<file path="src/rtl/muldiv_issue_ctrl_if.sv">
// Handshake between the EX-stage issue controller and the shared iterative MUL/DIV unit.
// The controller owns start/kill and the latched op/operands; the unit returns done and lo/hi.
interface muldiv_issue_ctrl_if #(
  parameter int XLEN = 32
);
  logic            unit_start;
  logic            unit_kill;
  logic [2:0]      unit_op;
  logic [XLEN-1:0] unit_a;
  logic [XLEN-1:0] unit_b;
  logic            unit_done;
  logic [XLEN-1:0] unit_lo;
  logic [XLEN-1:0] unit_hi;

  modport master (
    output unit_start, unit_kill, unit_op, unit_a, unit_b,
    input  unit_done, unit_lo, unit_hi
  );

  modport slave (
    input  unit_start, unit_kill, unit_op, unit_a, unit_b,
    output unit_done, unit_lo, unit_hi
  );
endinterface

</file>
<file path="src/rtl/muldiv_issue_ctrl.sv">
// EX-stage sequencer for the shared iterative M-extension unit.
// Accepts an M-op when operands are valid, issues it, holds the front of the pipe
// until the result returns, and presents the result for one cycle to EX_MEM.
// Divide-by-zero is resolved locally; flush aborts the unit; a watchdog bounds the wait.
// Optional feature: define MULDIV_RESULT_CACHE_EN to reuse the last unit result when
// a paired op ({MUL,MULH}, {DIVU,REMU}, {DIV,REM}) repeats the same operands.
module muldiv_issue_ctrl #(
  parameter int XLEN    = 32,
  parameter int TIMEOUT = 64
) (
  input  logic                   clk,
  input  logic                   rst,
  input  logic                   ex_md_valid,
  input  logic [2:0]             ex_md_op,
  input  logic [XLEN-1:0]        ex_rs1_data,
  input  logic [XLEN-1:0]        ex_rs2_data,
  input  logic                   hz_stall,
  input  logic                   flush,
  muldiv_issue_ctrl_if.master    unit,
  output logic                   md_hold,
  output logic                   md_bubble,
  output logic [XLEN-1:0]        md_result,
  output logic                   md_result_valid,
  output logic                   md_timeout
);

  localparam int CNT_W = $clog2(TIMEOUT) + 1;

  typedef enum logic [1:0] {
    ST_IDLE  = 2'd0,
    ST_ISSUE = 2'd1,
    ST_WAIT  = 2'd2,
    ST_DONE  = 2'd3
  } state_t;

  // Upper-half / remainder ops take unit_hi, the rest take unit_lo.
  function automatic logic pick_hi(input logic [2:0] op);
    pick_hi = op[2] ? op[1] : (op[1] | op[0]);
  endfunction

  // Divide-by-zero: quotient is all ones, remainder is the dividend.
  function automatic logic [XLEN-1:0] div_zero_result(input logic [2:0] op,
                                                       input logic [XLEN-1:0] a);
    div_zero_result = op[1] ? a : {XLEN{1'b1}};
  endfunction

  state_t            state_r;
  state_t            state_next_s;
  logic [2:0]        op_r;
  logic [XLEN-1:0]   a_r;
  logic [XLEN-1:0]   b_r;
  logic [XLEN-1:0]   result_r;
  logic              timeout_r;
  logic [CNT_W-1:0]  cnt_r;

  logic              accept_s;
  logic              div_zero_s;
  logic              wait_last_s;
  logic              done_take_s;
  logic              timeout_hit_s;
  logic              abort_s;
  logic              hit_s;
  logic [XLEN-1:0]   hit_lo_s;
  logic [XLEN-1:0]   hit_hi_s;

  logic              hold_s;
  logic              start_s;
  logic              kill_s;
  logic              result_valid_s;

  assign accept_s      = (state_r == ST_IDLE) & ex_md_valid & ~hz_stall & ~flush;
  assign div_zero_s    = ex_md_op[2] & (ex_rs2_data == {XLEN{1'b0}});
  assign wait_last_s   = (cnt_r == CNT_W'(TIMEOUT - 1));
  assign done_take_s   = (state_r == ST_WAIT) & ~flush & unit.unit_done;
  assign timeout_hit_s = (state_r == ST_WAIT) & ~flush & ~unit.unit_done & wait_last_s;
  assign abort_s       = ((state_r == ST_WAIT) | (state_r == ST_ISSUE)) & flush;

`ifdef MULDIV_RESULT_CACHE_EN
  // Pair code: ops sharing one unit run (same lo/hi) share a code; 2'd3 is never cached.
  function automatic logic [1:0] op_class(input logic [2:0] op);
    case (op)
      3'b000, 3'b001: op_class = 2'd0;
      3'b101, 3'b111: op_class = 2'd1;
      3'b100, 3'b110: op_class = 2'd2;
      default:        op_class = 2'd3;
    endcase
  endfunction

  logic              c_valid_r;
  logic [XLEN-1:0]   c_a_r;
  logic [XLEN-1:0]   c_b_r;
  logic [1:0]        c_class_r;
  logic [XLEN-1:0]   c_lo_r;
  logic [XLEN-1:0]   c_hi_r;

  assign hit_s    = c_valid_r & (c_a_r == ex_rs1_data) & (c_b_r == ex_rs2_data) &
                    (c_class_r == op_class(ex_md_op)) & (op_class(ex_md_op) != 2'd3);
  assign hit_lo_s = c_lo_r;
  assign hit_hi_s = c_hi_r;

  // Result cache: filled by a returning unit result, dropped on any abort or watchdog.
  always_ff @(posedge clk) begin
    if (rst) begin
      c_valid_r <= 1'b0;
      c_a_r     <= {XLEN{1'b0}};
      c_b_r     <= {XLEN{1'b0}};
      c_class_r <= 2'd0;
      c_lo_r    <= {XLEN{1'b0}};
      c_hi_r    <= {XLEN{1'b0}};
    end else if (abort_s | timeout_hit_s) begin
      c_valid_r <= 1'b0;
    end else if (done_take_s & (op_class(op_r) != 2'd3)) begin
      c_valid_r <= 1'b1;
      c_a_r     <= a_r;
      c_b_r     <= b_r;
      c_class_r <= op_class(op_r);
      c_lo_r    <= unit.unit_lo;
      c_hi_r    <= unit.unit_hi;
    end
  end
`else
  assign hit_s    = 1'b0;
  assign hit_lo_s = {XLEN{1'b0}};
  assign hit_hi_s = {XLEN{1'b0}};
`endif

  // State register.
  always_ff @(posedge clk) begin
    if (rst) begin
      state_r <= ST_IDLE;
    end else begin
      state_r <= state_next_s;
    end
  end

  // Next-state selection.
  always_comb begin
    state_next_s = ST_IDLE;
    case (state_r)
      ST_IDLE: begin
        if (accept_s) begin
          if (div_zero_s | hit_s) begin
            state_next_s = ST_DONE;
          end else begin
            state_next_s = ST_ISSUE;
          end
        end else begin
          state_next_s = ST_IDLE;
        end
      end
      ST_ISSUE: begin
        if (flush) begin
          state_next_s = ST_IDLE;
        end else begin
          state_next_s = ST_WAIT;
        end
      end
      ST_WAIT: begin
        if (flush) begin
          state_next_s = ST_IDLE;
        end else if (unit.unit_done | wait_last_s) begin
          state_next_s = ST_DONE;
        end else begin
          state_next_s = ST_WAIT;
        end
      end
      ST_DONE: begin
        state_next_s = ST_IDLE;
      end
      default: begin
        state_next_s = ST_IDLE;
      end
    endcase
  end

  // Per-state outputs: pipeline hold, unit pulses and result strobe.
  always_comb begin
    hold_s         = 1'b0;
    start_s        = 1'b0;
    kill_s         = 1'b0;
    result_valid_s = 1'b0;
    case (state_r)
      ST_IDLE: begin
        hold_s = ex_md_valid & ~flush;
      end
      ST_ISSUE: begin
        hold_s  = 1'b1;
        start_s = ~flush;
      end
      ST_WAIT: begin
        hold_s = 1'b1;
        kill_s = flush | (~unit.unit_done & wait_last_s);
      end
      ST_DONE: begin
        result_valid_s = ~flush;
      end
      default: begin
        hold_s = 1'b0;
      end
    endcase
  end

  // Operand latch and result register; operands only change on accept in IDLE.
  always_ff @(posedge clk) begin
    if (rst) begin
      op_r      <= 3'b000;
      a_r       <= {XLEN{1'b0}};
      b_r       <= {XLEN{1'b0}};
      result_r  <= {XLEN{1'b0}};
      timeout_r <= 1'b0;
    end else begin
      if (accept_s) begin
        op_r <= ex_md_op;
        a_r  <= ex_rs1_data;
        b_r  <= ex_rs2_data;
      end
      if (accept_s & div_zero_s) begin
        result_r <= div_zero_result(ex_md_op, ex_rs1_data);
      end else if (accept_s & hit_s) begin
        result_r <= pick_hi(ex_md_op) ? hit_hi_s : hit_lo_s;
      end else if (done_take_s) begin
        result_r <= pick_hi(op_r) ? unit.unit_hi : unit.unit_lo;
      end else if (timeout_hit_s) begin
        result_r <= {XLEN{1'b0}};
      end
      if (timeout_hit_s) begin
        timeout_r <= 1'b1;
      end
    end
  end

  // Watchdog counter: cleared while issuing, counts every WAIT cycle.
  always_ff @(posedge clk) begin
    if (rst) begin
      cnt_r <= {CNT_W{1'b0}};
    end else if (state_r == ST_ISSUE) begin
      cnt_r <= {CNT_W{1'b0}};
    end else if (state_r == ST_WAIT) begin
      cnt_r <= cnt_r + {{(CNT_W-1){1'b0}}, 1'b1};
    end
  end

  assign unit.unit_start = start_s;
  assign unit.unit_kill  = kill_s;
  assign unit.unit_op    = op_r;
  assign unit.unit_a     = a_r;
  assign unit.unit_b     = b_r;

  assign md_hold         = hold_s;
  assign md_bubble       = hold_s;
  assign md_result       = result_r;
  assign md_result_valid = result_valid_s;
  assign md_timeout      = timeout_r;

endmodule

</file>
<file path="src/flat_wrapper.sv">
// flat-port wrapper written by rule: the top's interface ports become plain ports
module muldiv_issue_ctrl_flat 
#(
  parameter int XLEN    = 32,
  parameter int TIMEOUT = 64
)
  (clk, rst, ex_md_valid, ex_md_op, ex_rs1_data, ex_rs2_data, hz_stall, flush, md_hold, md_bubble, md_result, md_result_valid, md_timeout, unit_unit_start, unit_unit_kill, unit_unit_op, unit_unit_a, unit_unit_b, unit_unit_done, unit_unit_lo, unit_unit_hi);
  muldiv_issue_ctrl_if #(.XLEN(XLEN)) unit_i ();
  input  logic clk;
  input  logic rst;
  input  logic ex_md_valid;
  input  logic [2:0] ex_md_op;
  input  logic [XLEN-1:0] ex_rs1_data;
  input  logic [XLEN-1:0] ex_rs2_data;
  input  logic hz_stall;
  input  logic flush;
  output logic md_hold;
  output logic md_bubble;
  output logic [XLEN-1:0] md_result;
  output logic md_result_valid;
  output logic md_timeout;
  output wire logic [$bits(unit_i.unit_start)-1:0] unit_unit_start;
  output wire logic [$bits(unit_i.unit_kill)-1:0] unit_unit_kill;
  output wire logic [$bits(unit_i.unit_op)-1:0] unit_unit_op;
  output wire logic [$bits(unit_i.unit_a)-1:0] unit_unit_a;
  output wire logic [$bits(unit_i.unit_b)-1:0] unit_unit_b;
  input wire logic [$bits(unit_i.unit_done)-1:0] unit_unit_done;
  input wire logic [$bits(unit_i.unit_lo)-1:0] unit_unit_lo;
  input wire logic [$bits(unit_i.unit_hi)-1:0] unit_unit_hi;
  assign unit_unit_start = unit_i.unit_start;
  assign unit_unit_kill = unit_i.unit_kill;
  assign unit_unit_op = unit_i.unit_op;
  assign unit_unit_a = unit_i.unit_a;
  assign unit_unit_b = unit_i.unit_b;
  assign unit_i.unit_done = unit_unit_done;
  assign unit_i.unit_lo = unit_unit_lo;
  assign unit_i.unit_hi = unit_unit_hi;
  muldiv_issue_ctrl #(.XLEN(XLEN), .TIMEOUT(TIMEOUT)) u_core (.clk(clk), .rst(rst), .ex_md_valid(ex_md_valid), .ex_md_op(ex_md_op), .ex_rs1_data(ex_rs1_data), .ex_rs2_data(ex_rs2_data), .hz_stall(hz_stall), .flush(flush), .unit(unit_i), .md_hold(md_hold), .md_bubble(md_bubble), .md_result(md_result), .md_result_valid(md_result_valid), .md_timeout(md_timeout));
endmodule
</file>
<file path="config.mk">
export PLATFORM = sky130hd
export DESIGN_NAME = muldiv_issue_ctrl_flat
export DESIGN_NICKNAME = d
export VERILOG_FILES = /design/src/rtl/muldiv_issue_ctrl_if.sv /design/src/rtl/muldiv_issue_ctrl.sv /design/src/flat_wrapper.sv
export SDC_FILE = /design/constraint.sdc
export NUM_CORES = 1
export LEC_CHECK = 0
export ABC_AREA = 1
export ABC_CLOCK_PERIOD_IN_PS = 2400
export CORE_MARGIN = 2
export CORE_UTILIZATION = 35
export CTS_BUF_LIST = sky130_fd_sc_hd__clkbuf_2 sky130_fd_sc_hd__clkbuf_4 sky130_fd_sc_hd__clkbuf_8
export CTS_CLUSTER_SIZE = 12
export DETAILED_ROUTE_END_ITERATION = 16
export GPL_ROUTABILITY_DRIVEN = 0
export PLACE_DENSITY = 0.73
export SLEW_MARGIN = 10
export SYNTH_ARGS = -nofsm -noshare
export SYNTH_HDL_FRONTEND = slang
export SYNTH_SLANG_ARGS = --single-unit
</file>
<file path="constraint.sdc">
create_clock -name clk -period 2.4 [get_ports clk]
set_input_delay 0.48 -clock clk [delete_from_list [all_inputs] [get_ports clk]]
set_output_delay 0.48 -clock clk [all_outputs]
set_load 0.01 [all_outputs]
</file>
Yosys cells after proc, flatten, opt, wreduce, memory -nomap -nowiden
Index checks and enable logic that the tools add are counted.

Register bits after elaboration: 109. Logic and storage cells: 50. Output and inout bits: 105. Input port bits: 137.

Multiplexer cells: 16. Equal/unequal tests: 4. Bitwise logic cells: 17. Reduce and logical (&&, ||, !) cells: 5. Add/subtract/negate cells: 1.

Operators by type and width (number): 2-to-1 mux 32 bit (5); logical NOT 32 bit (1); bitwise AND 1 bit (11); 2-to-1 mux 2 bit (4); one-hot mux 2 bit (4 select lines) (1); adder 7 x 1 -> 7 bit, second input constant (1); equality test 7 x 6 -> 1 bit, second input constant (1); 2-to-1 mux 1 bit (5); equality test 2 bit, second input constant (2); OR reduction 2 bit (2); NOT 1 bit (3); bitwise OR 1 bit (3); nonzero test 3 bit (1); equality test 2 x 1 -> 1 bit, second input constant (1); logical NOT 2 bit (1); one-hot mux 1 bit (2 select lines) (1).

Logic depth before layout (Yosys ltp)
Gate-level depths: netlist (run 1).

Depth after elaboration: 7. Depth in mapped cells: 13. Mapped depth without buffers: 11.

Least setup slack after synthesis (run 1)
OpenSTA, ideal clock, no wires.

Path kind: reg2reg. Start point: reg u_core.state_r[0]. End point: reg u_core.result_r[10] (netlist: u_core.md_result[10]). Buffers on the path: 2. Required time: 2288 ps. Path slack: 708 ps. Arrival time: 1580 ps. Period minus slack after synthesis: 1692 ps. Stages on the path, launching flop included: 14. Library setup time: 112 ps. Path through: dfxtp_1 inv_1 ha_1 nand2_1 nor2_2 nand3_2 nor2_4 nand2_1 buf_6 buf_2 nand2_1 nand2_1 nor2_1 nor2_1.

Cells in the longest elaborated chain, start to end: 6. Elaborated cells between the ends (all ways): 13. Classes of those cells: 1 x eq/ne; 2 x mux; 8 x bitwise; 2 x reduce/logical.

Ends and longest elaborated chain: start, declared (RTL line muldiv_issue_ctrl.sv:47) `state_t state_r;`; start signal, assigned (RTL line muldiv_issue_ctrl.sv:132) `state_r <= state_next_s;`; logical NOT 2 bit (RTL line muldiv_issue_ctrl.sv:71) `assign accept_s = (state_r == ST_IDLE) & ex_md_valid & ~hz_stall & ~flush;`; bitwise AND 1 bit (3 in a row) (RTL line muldiv_issue_ctrl.sv:71); bitwise AND 1 bit (RTL line muldiv_issue_ctrl.sv:217) `if (accept_s & div_zero_s) begin`; nonzero test 3 bit (no source line) / 2-to-1 mux 32 bit (equally long branches); end signal, assigned (RTL line muldiv_issue_ctrl.sv:218) `result_r <= div_zero_result(ex_md_op, ex_rs1_data);`; end signal, assigned (RTL line muldiv_issue_ctrl.sv:220) `result_r <= pick_hi(ex_md_op) ? hit_hi_s : hit_lo_s;`; end signal, assigned (RTL line muldiv_issue_ctrl.sv:222) `result_r <= pick_hi(op_r) ? unit.unit_hi : unit.unit_lo;`; end, declared (RTL line muldiv_issue_ctrl.sv:52) `logic [XLEN-1:0] result_r;`.

Several ways; a longest one is shown, not always the timed one. A chain may end at the register's enable or synchronous reset.

Worst setup path after layout (run 1)
Start point: in flush. End point: out unit_unit_start.

Cells in the longest elaborated chain, start to end: 2.

Ends and longest elaborated chain: start, declared (RTL line flat_wrapper.sv:16) `input logic flush;`; NOT 1 bit (RTL line muldiv_issue_ctrl.sv:188) `start_s = ~flush;`; 2-to-1 mux 1 bit (RTL line muldiv_issue_ctrl.sv:182) `case (state_r)`; end, declared (RTL line flat_wrapper.sv:22) `output wire logic [$bits(unit_i.unit_start)-1:0] unit_unit_start;`.

No other way between the ends.

==> flow_summary.toml, run 1 <==
[synth]
ys_async_sr_fraction = 0
ys_warn_count = 0
synth_top_cell_by_area = "dfxtp_1"
synth_cell_type_count = 28
postSynthNetCount = 965
avgSynthCellArea_um2 = 6.53
synth.top_cell.area_share = 0.407
synth_edf_count = 0
synth_ff_type = "dfxtp_1"
syn-cell-area_um2 = 5360
synth.most_common_cell = "nand2_1"
synth_top_cells_by_area = "dfxtp_1, nand2_1, nor2_1"
synth-seq-cells = 109
synth_seq_area_share = 0.407
syn_inst = 821
synthTopCellsByCount = "nand2_1, nor2_1, dfxtp_1"

[setup_path]
cp_top_family = "buffers and inverters"
rr_startpoint = "u_core.state_r[0]$_SDFF_PP0_"
worstSetupPathType = "in -> out"
reg2reg_depth = 9
cpMaxStageDelayCell = "clkdlybuf4s50_1"
cp_common_cell = "clkdlybuf4s50_1"
r2r-end = "u_core.md_result[0]$_SDFFE_PP0P_"
crit_start = "flush"
cp.required_ns = 1.92
cp.depth = 4
cp-end-kind = "output pin"
crit_path_start_kind = "primary input"
critPathArrivalTime_ns = 1.86
crit_chain = "clkdlybuf4s50_1, buf_4, nor2_1, clkdlybuf4s50_1"
path_max_fanout = 3
path_buf_inv = 3
cp_slowest_stage_delay_ns = 0.57
reg2reg_slack_ns = 0.29
crit_end = "unit_unit_start"

[clock_network]
cts_tree = "built"
cts_hold_buf = 0
cts_sinks = 109
root_buffer = "clkbuf_8"
clkLatencyLatePin_ns = 0.39
clockBufferDepth = 2
cts-buffers-inserted = 9
cts.htree.levels = 3
post_cts_buffers = 0
clkTransAtPathRegs_ns = 0.10

[grt]
grt_overflow = 0
grt_pass1_vias = 5245
grt_pass1_wl_um = 27600
antenna_found_initial = 0
grt_usage = 0.214
grt_max_degree = 60

[route]
top_layer_used = "met4"
dr.first_iter.drc_count = 340
wl_met1_um = 8010
wl_met2_um = 8660
drc_errors = 0
wl_per_cell_um = 14.7
avgViaCountPerCell = 4.71
drt-pass1-iter-count = 4
final_antenna_net_count = 0
num_vias = 5784
routed-wl-met3_um = 1030
wl_um = 18000

[timing]
fin_setup_tns_ns = 0
setup_violations = 0
fmax_ghz = 0.427
rsz0062_at_grt = "false"
fin_skew_ns = 0.00724
fin_crit_sh = 0.976
slew-limit-headroom = 0.383
finalHoldViolations = 0
finalMaxSlewViolations = 0
worst_slew_pin_slew_ns = 0.924
hold_ws_ns = 0.452
min_period_ns = 2.34

[cells_and_area]
syn2layout_area_growth_pct = 53.3
nFillCells = 1482
drive_above_1_share = 0.0519
final_area_um2 = 8210
antenna_cells = 0
final_util = 0.544
nets = 1179

[place]
dp_hpwl_um = 12900
postPlaceCellArea_um2 = 7970
port_buffers = 241

[run]
cap_violations = 0

[power]
peakVddDrop_mv = 0.347
power_density_nw_per_um2 = 568
p_leak_nw = 3.51
p_total_mw = 4.66

[floorplan]
fp.dieH_um = 128
die_area_um2 = 16300
initial_core_util = 0.355
num_rows = 45
die_w_um = 128
io_pins = 242
core_area_um2 = 15100

[run_status]
status = "completed"

[worst_hold_path]
holdCritPathClass = "reg -> reg"
[metal layers]
| layer | GRT usage | vias to the layer above |
|---|---|---|
| met3 | 0.0530 | 20 |
| met5 | 0 | - |
| li1 | - | 3036 |
| met2 | 0.363 | 155 |
| met1 | 0.272 | 2573 |
| met4 | 0.0582 | 0 |
[worst register-to-register path, cell delays in order, from the launching register on]
cell     delay, ns
dfxtp_2       0.38
inv_1         0.09
ha_1          0.29
inv_2         0.11
nor2_2        0.06
nand3_1       0.09
nand2_2       0.09
a21oi_4       0.71
nor2_1        0.13
nor2_1        0.12
[cells by family (layout without fill, tap and decap cells)]
| logic type | count (synthesis) | in the layout | synth area share |
|---|---|---|---|
| flops | 109 | 109 | 0.407 |
| compound gates | 149 | 149 | 0.140 |
| buf+inv | 110 | 329 | 0.0852 |
| xor+xnor | 1 | 1 | 0.00163 |
| simple gates | 445 | 445 | 0.350 |
| fa+ha+maj | 7 | 7 | 0.0163 |
[metrics by stage]
step / std cells / worst slack, ns
2_1_floorplan: 821 / 0.708
3_3_place_gp: 1212 / 0.00397
3_5_place_dp: 1212 / -0.0810
4_1_cts: 1228 / 0.0657
5_1_grt: 1228 / 0.0104
6_report: 1228 / 0.0587
[worst min path at each step]
stage	to	startpoint	cells after the start
final	u_core.cnt_r[0]$_SDFFE_PP0N_	u_core.cnt_r[0]$_SDFFE_PP0N_	1
after global routing	u_core.cnt_r[0]$_SDFFE_PP0N_	u_core.cnt_r[0]$_SDFFE_PP0N_	1
after CTS	u_core.md_timeout$_SDFFE_PP0P_	u_core.md_timeout$_SDFFE_PP0P_	2
after detailed placement	u_core.md_timeout$_SDFFE_PP0P_	u_core.md_timeout$_SDFFE_PP0P_	2
after global placement	u_core.md_timeout$_SDFFE_PP0P_	u_core.md_timeout$_SDFFE_PP0P_	2
after floorplan	u_core.cnt_r[0]$_SDFFE_PP0N_	u_core.cnt_r[0]$_SDFFE_PP0N_	1
[what timing repair did]
action	CTS	global route
cloned	0	0
resized for setup	6	3
setup endpoints to repair	3	1
[flip-flops by register name, indices dropped and copies added (netlist names)]
name	flops
u_core.state_r	2
u_core.unit.unit_a	32
u_core.unit.unit_b	32
u_core.cnt_r	7
u_core.md_result	32
u_core.unit.unit_op	3
u_core.md_timeout	1
[cell type report]
class / instances / area (um^2) / area share
timing repair buffer: 260 / 2600 / 0.317
tap: 188 / 235 / 0.0286
inverter: 53 / 199 / 0.0242
sequential: 109 / 2190 / 0.266
multi-input combinational: 602 / 2770 / 0.337
clock inverter: 6 / 86.3 / 0.0105
clock buffer: 10 / 138 / 0.0168
[placed cells by master, fill, tap and decap left out, types with 2 or more instances in the layout]
cell and count:
nor2_2 3, nand2_1 208, nand3_1 34, o21ai_0 50, nand3b_1 32, ha_1 7, inv_2 4, dlygate4sd2_1 3
inv_1 49, o21ai_1 20, a21oi_1 75, nand2_2 3, clkinv_2 2, buf_12 4, nor2_1 155, nand4_1 2
clkdlybuf4s50_1 238, clkbuf_8 10, bufinv_16 2, nor3_1 3, dfxtp_1 106, dfxtp_2 3, buf_4 15, nor2_4 2
[report_power, final]
group	switching (mW)	leakage, nW	internal [mW]
registers	0.0811	0.888	1.97
logic	0.660	2.51	0.692
clock network	0.649	0.112	0.615
No activity file was read; power rests on OpenSTA's default activity.
==> inputs of run 2 (changes only) <==
--- a/config.mk
+++ b/config.mk
@@ -8,4 +8,5 @@
 export ABC_AREA = 1
 export ABC_CLOCK_PERIOD_IN_PS = 2400
+export CAP_MARGIN = 20
 export CORE_MARGIN = 2
 export CORE_UTILIZATION = 35
==> constraint.sdc (replaced) <==
create_clock -name clk -period 2.4 [get_ports clk]
set_input_delay 0.48 -clock clk [delete_from_list [all_inputs] [get_ports clk]]
set_output_delay 0.48 -clock clk [all_outputs]
set_load 0.02 [all_outputs]
==> run 2 against run 1 <==
  * Hold slack better by 0.0051 ns
  * Clock skew is 0.0017 ns higher
  * Cell area grew 0.29%
  * Cell count did not move
  * Combinational power grew 9.6%
  * First-iteration DRC count increased by 16%
  * Clock power rose by 9%
  * Utilization rose by 0.16 points
  * Sequential power about the same
  * Register-to-register slack worse by 0.11 ns
  * Count of clock-buffer cells in the layout did not move
  * Wire length grew 0.41%
==> flow_summary.toml, run 2 (same netlist as run 1, synthesis figures left out) <==
[power]
power_switching_mw = 1.53
p_leak_nw = 3.54
power_density_nw_per_um2 = 593
power.share.clock = 0.279
intPower_mw = 3.36
combPwrFrac = 0.302
p_sw_frac = 0.312
peakVddDrop_mv = 0.462
p_seq_frac = 0.419

[clock_network]
root_buffer = "clkbuf_8"
clockBufferDepth = 2
cts_hold_buf = 0
cts.htree.levels = 3
cts_sinks = 109
clkTransAtPathRegs_ns = 0.10
clkLatencyLatePin_ns = 0.39
cts-buffers-inserted = 9
cts_tree = "built"

[worst_hold_path]
holdCritPathClass = "reg -> reg"
min_from = "u_core.cnt_r[0]$_SDFFE_PP0N_"

[floorplan]
initial_core_util = 0.355
io_pins = 242
die_area_um2 = 16300
die_w_um = 128
num_rows = 45
fp.dieH_um = 128
core_area_um2 = 15100

[cells_and_area]
nFillCells = 1501
layout_commonest_cell = "clkdlybuf4s50_1"
syn2layout_area_growth_pct = 53.7
final_util = 0.546
antenna_cells = 0
drive_above_1_share = 0.0500
final_area_um2 = 8240
final_cell_mix = "clkdlybuf4s50_1, nand2_1, nor2_1, dfxtp_1, a21oi_1"
nets = 1180

[route]
avgViaCountPerCell = 4.69
final_antenna_net_count = 0
num_vias = 5762
dr.first_iter.drc_count = 393
drc_errors = 0
wl_um = 18100
wl_per_cell_um = 14.7
drt-pass1-iter-count = 4

[grt]
use_met1 = 0.275
grt_max_degree = 59
top_usage_layer = "met2"
antenna_found_initial = 0
grt_usage = 0.214
grt_pass1_wl_um = 27500
use_met3 = 0.0492
grt_util_met2 = 0.347
grt_overflow = 0
grt_pass1_vias = 5237

[place]
dp_hpwl_um = 12800
dp_worst_setup_slack_ns = -0.127
port_buffers = 241
postPlaceCellArea_um2 = 7970

[run]
cap_violations = 0

[setup_path]
rr_startpoint = "u_core.state_r[0]$_SDFF_PP0_"
crit_start = "flush"
critPathArrivalTime_ns = 1.83
cp-end-kind = "output pin"
worstSetupPathType = "in -> out"
crit_path_start_kind = "primary input"
path_max_fanout = 5
cp.required_ns = 1.92

[timing]
rsz0062_at_grt = "false"
min_period_ns = 2.31
finalMaxSlewViolations = 0
fin_setup_tns_ns = 0
fin_crit_sh = 0.963
fin_skew_ns = 0.00897
worst_slack_ns = 0.0891
hold_ws_ns = 0.457
fmax_ghz = 0.433
slew-limit-headroom = 0.375
setup_violations = 0
finalHoldViolations = 0
worst_slew_pin_slew_ns = 0.938

[run_status]
status = "completed"
-- run 2: power groups by stage --
stage / Clock (mW) / Sequential (mW) / Combinational (mW)
6_report: 1.37 / 2.05 / 1.48
5_1_grt: 1.47 / 2.07 / 1.61
4_1_cts: 1.41 / 2.05 / 1.48
3_5_place_dp: 0 / 2.09 / 1.49
3_3_place_gp: 0 / 2.08 / 1.48
2_1_floorplan: 0 / 2.25 / 0.591
-- run 2: cell type report --
cell class                      count  area [um^2]  area share
Clock buffer                       10          131      0.0160
Timing Repair Buffer              260         2610       0.316
Multi-Input combinational cell    603         2770       0.337
Sequential cell                   109         2180       0.265
Inverter                           53          199      0.0242
Tap cell                          188          235      0.0286
Clock inverter                      5          108      0.0131
-- run 2: repair_timing --
action	4_1_cts	5_1_grt
gates cloned	0	1
endpoints found under the setup margin	3	3
setup buffers	0	0
gates resized for setup	6	3
-- run 2: stage by stage --
stage               power [mW]  std cells
floorplan                 2.85        821
global placement          3.56       1212
detailed placement        3.57       1212
CTS                       4.94       1227
global route              5.14       1228
finish                    4.89       1228
-- run 2: path summary, 6_finish.rpt --
check	slack (ns)	endpoint	cells past startpoint
max reg2reg	0.18	u_core.md_result[0]$_SDFFE_PP0P_	9
max	0.09	md_result_valid	3
min reg2reg	0.46	u_core.cnt_r[0]$_SDFFE_PP0N_	1
min	0.46	u_core.cnt_r[0]$_SDFFE_PP0N_	1
-- run 2: worst max-delay path, stage by stage --
cell	delay [ns]
clkdlybuf4s50_1	0.53
nor2_1	0.16
clkdlybuf4s50_1	0.65
-- run 2: layer usage --
layer / routed length (um) / vias to the layer above / part of all wire
li1: - / 3025 / -
met1: 8080 / 2530 / 0.45
met2: 8480 / 175 / 0.47
met3: 1030 / 32 / 0.057
met4: 493 / 0 / 0.027
met5: 0 / - / 0
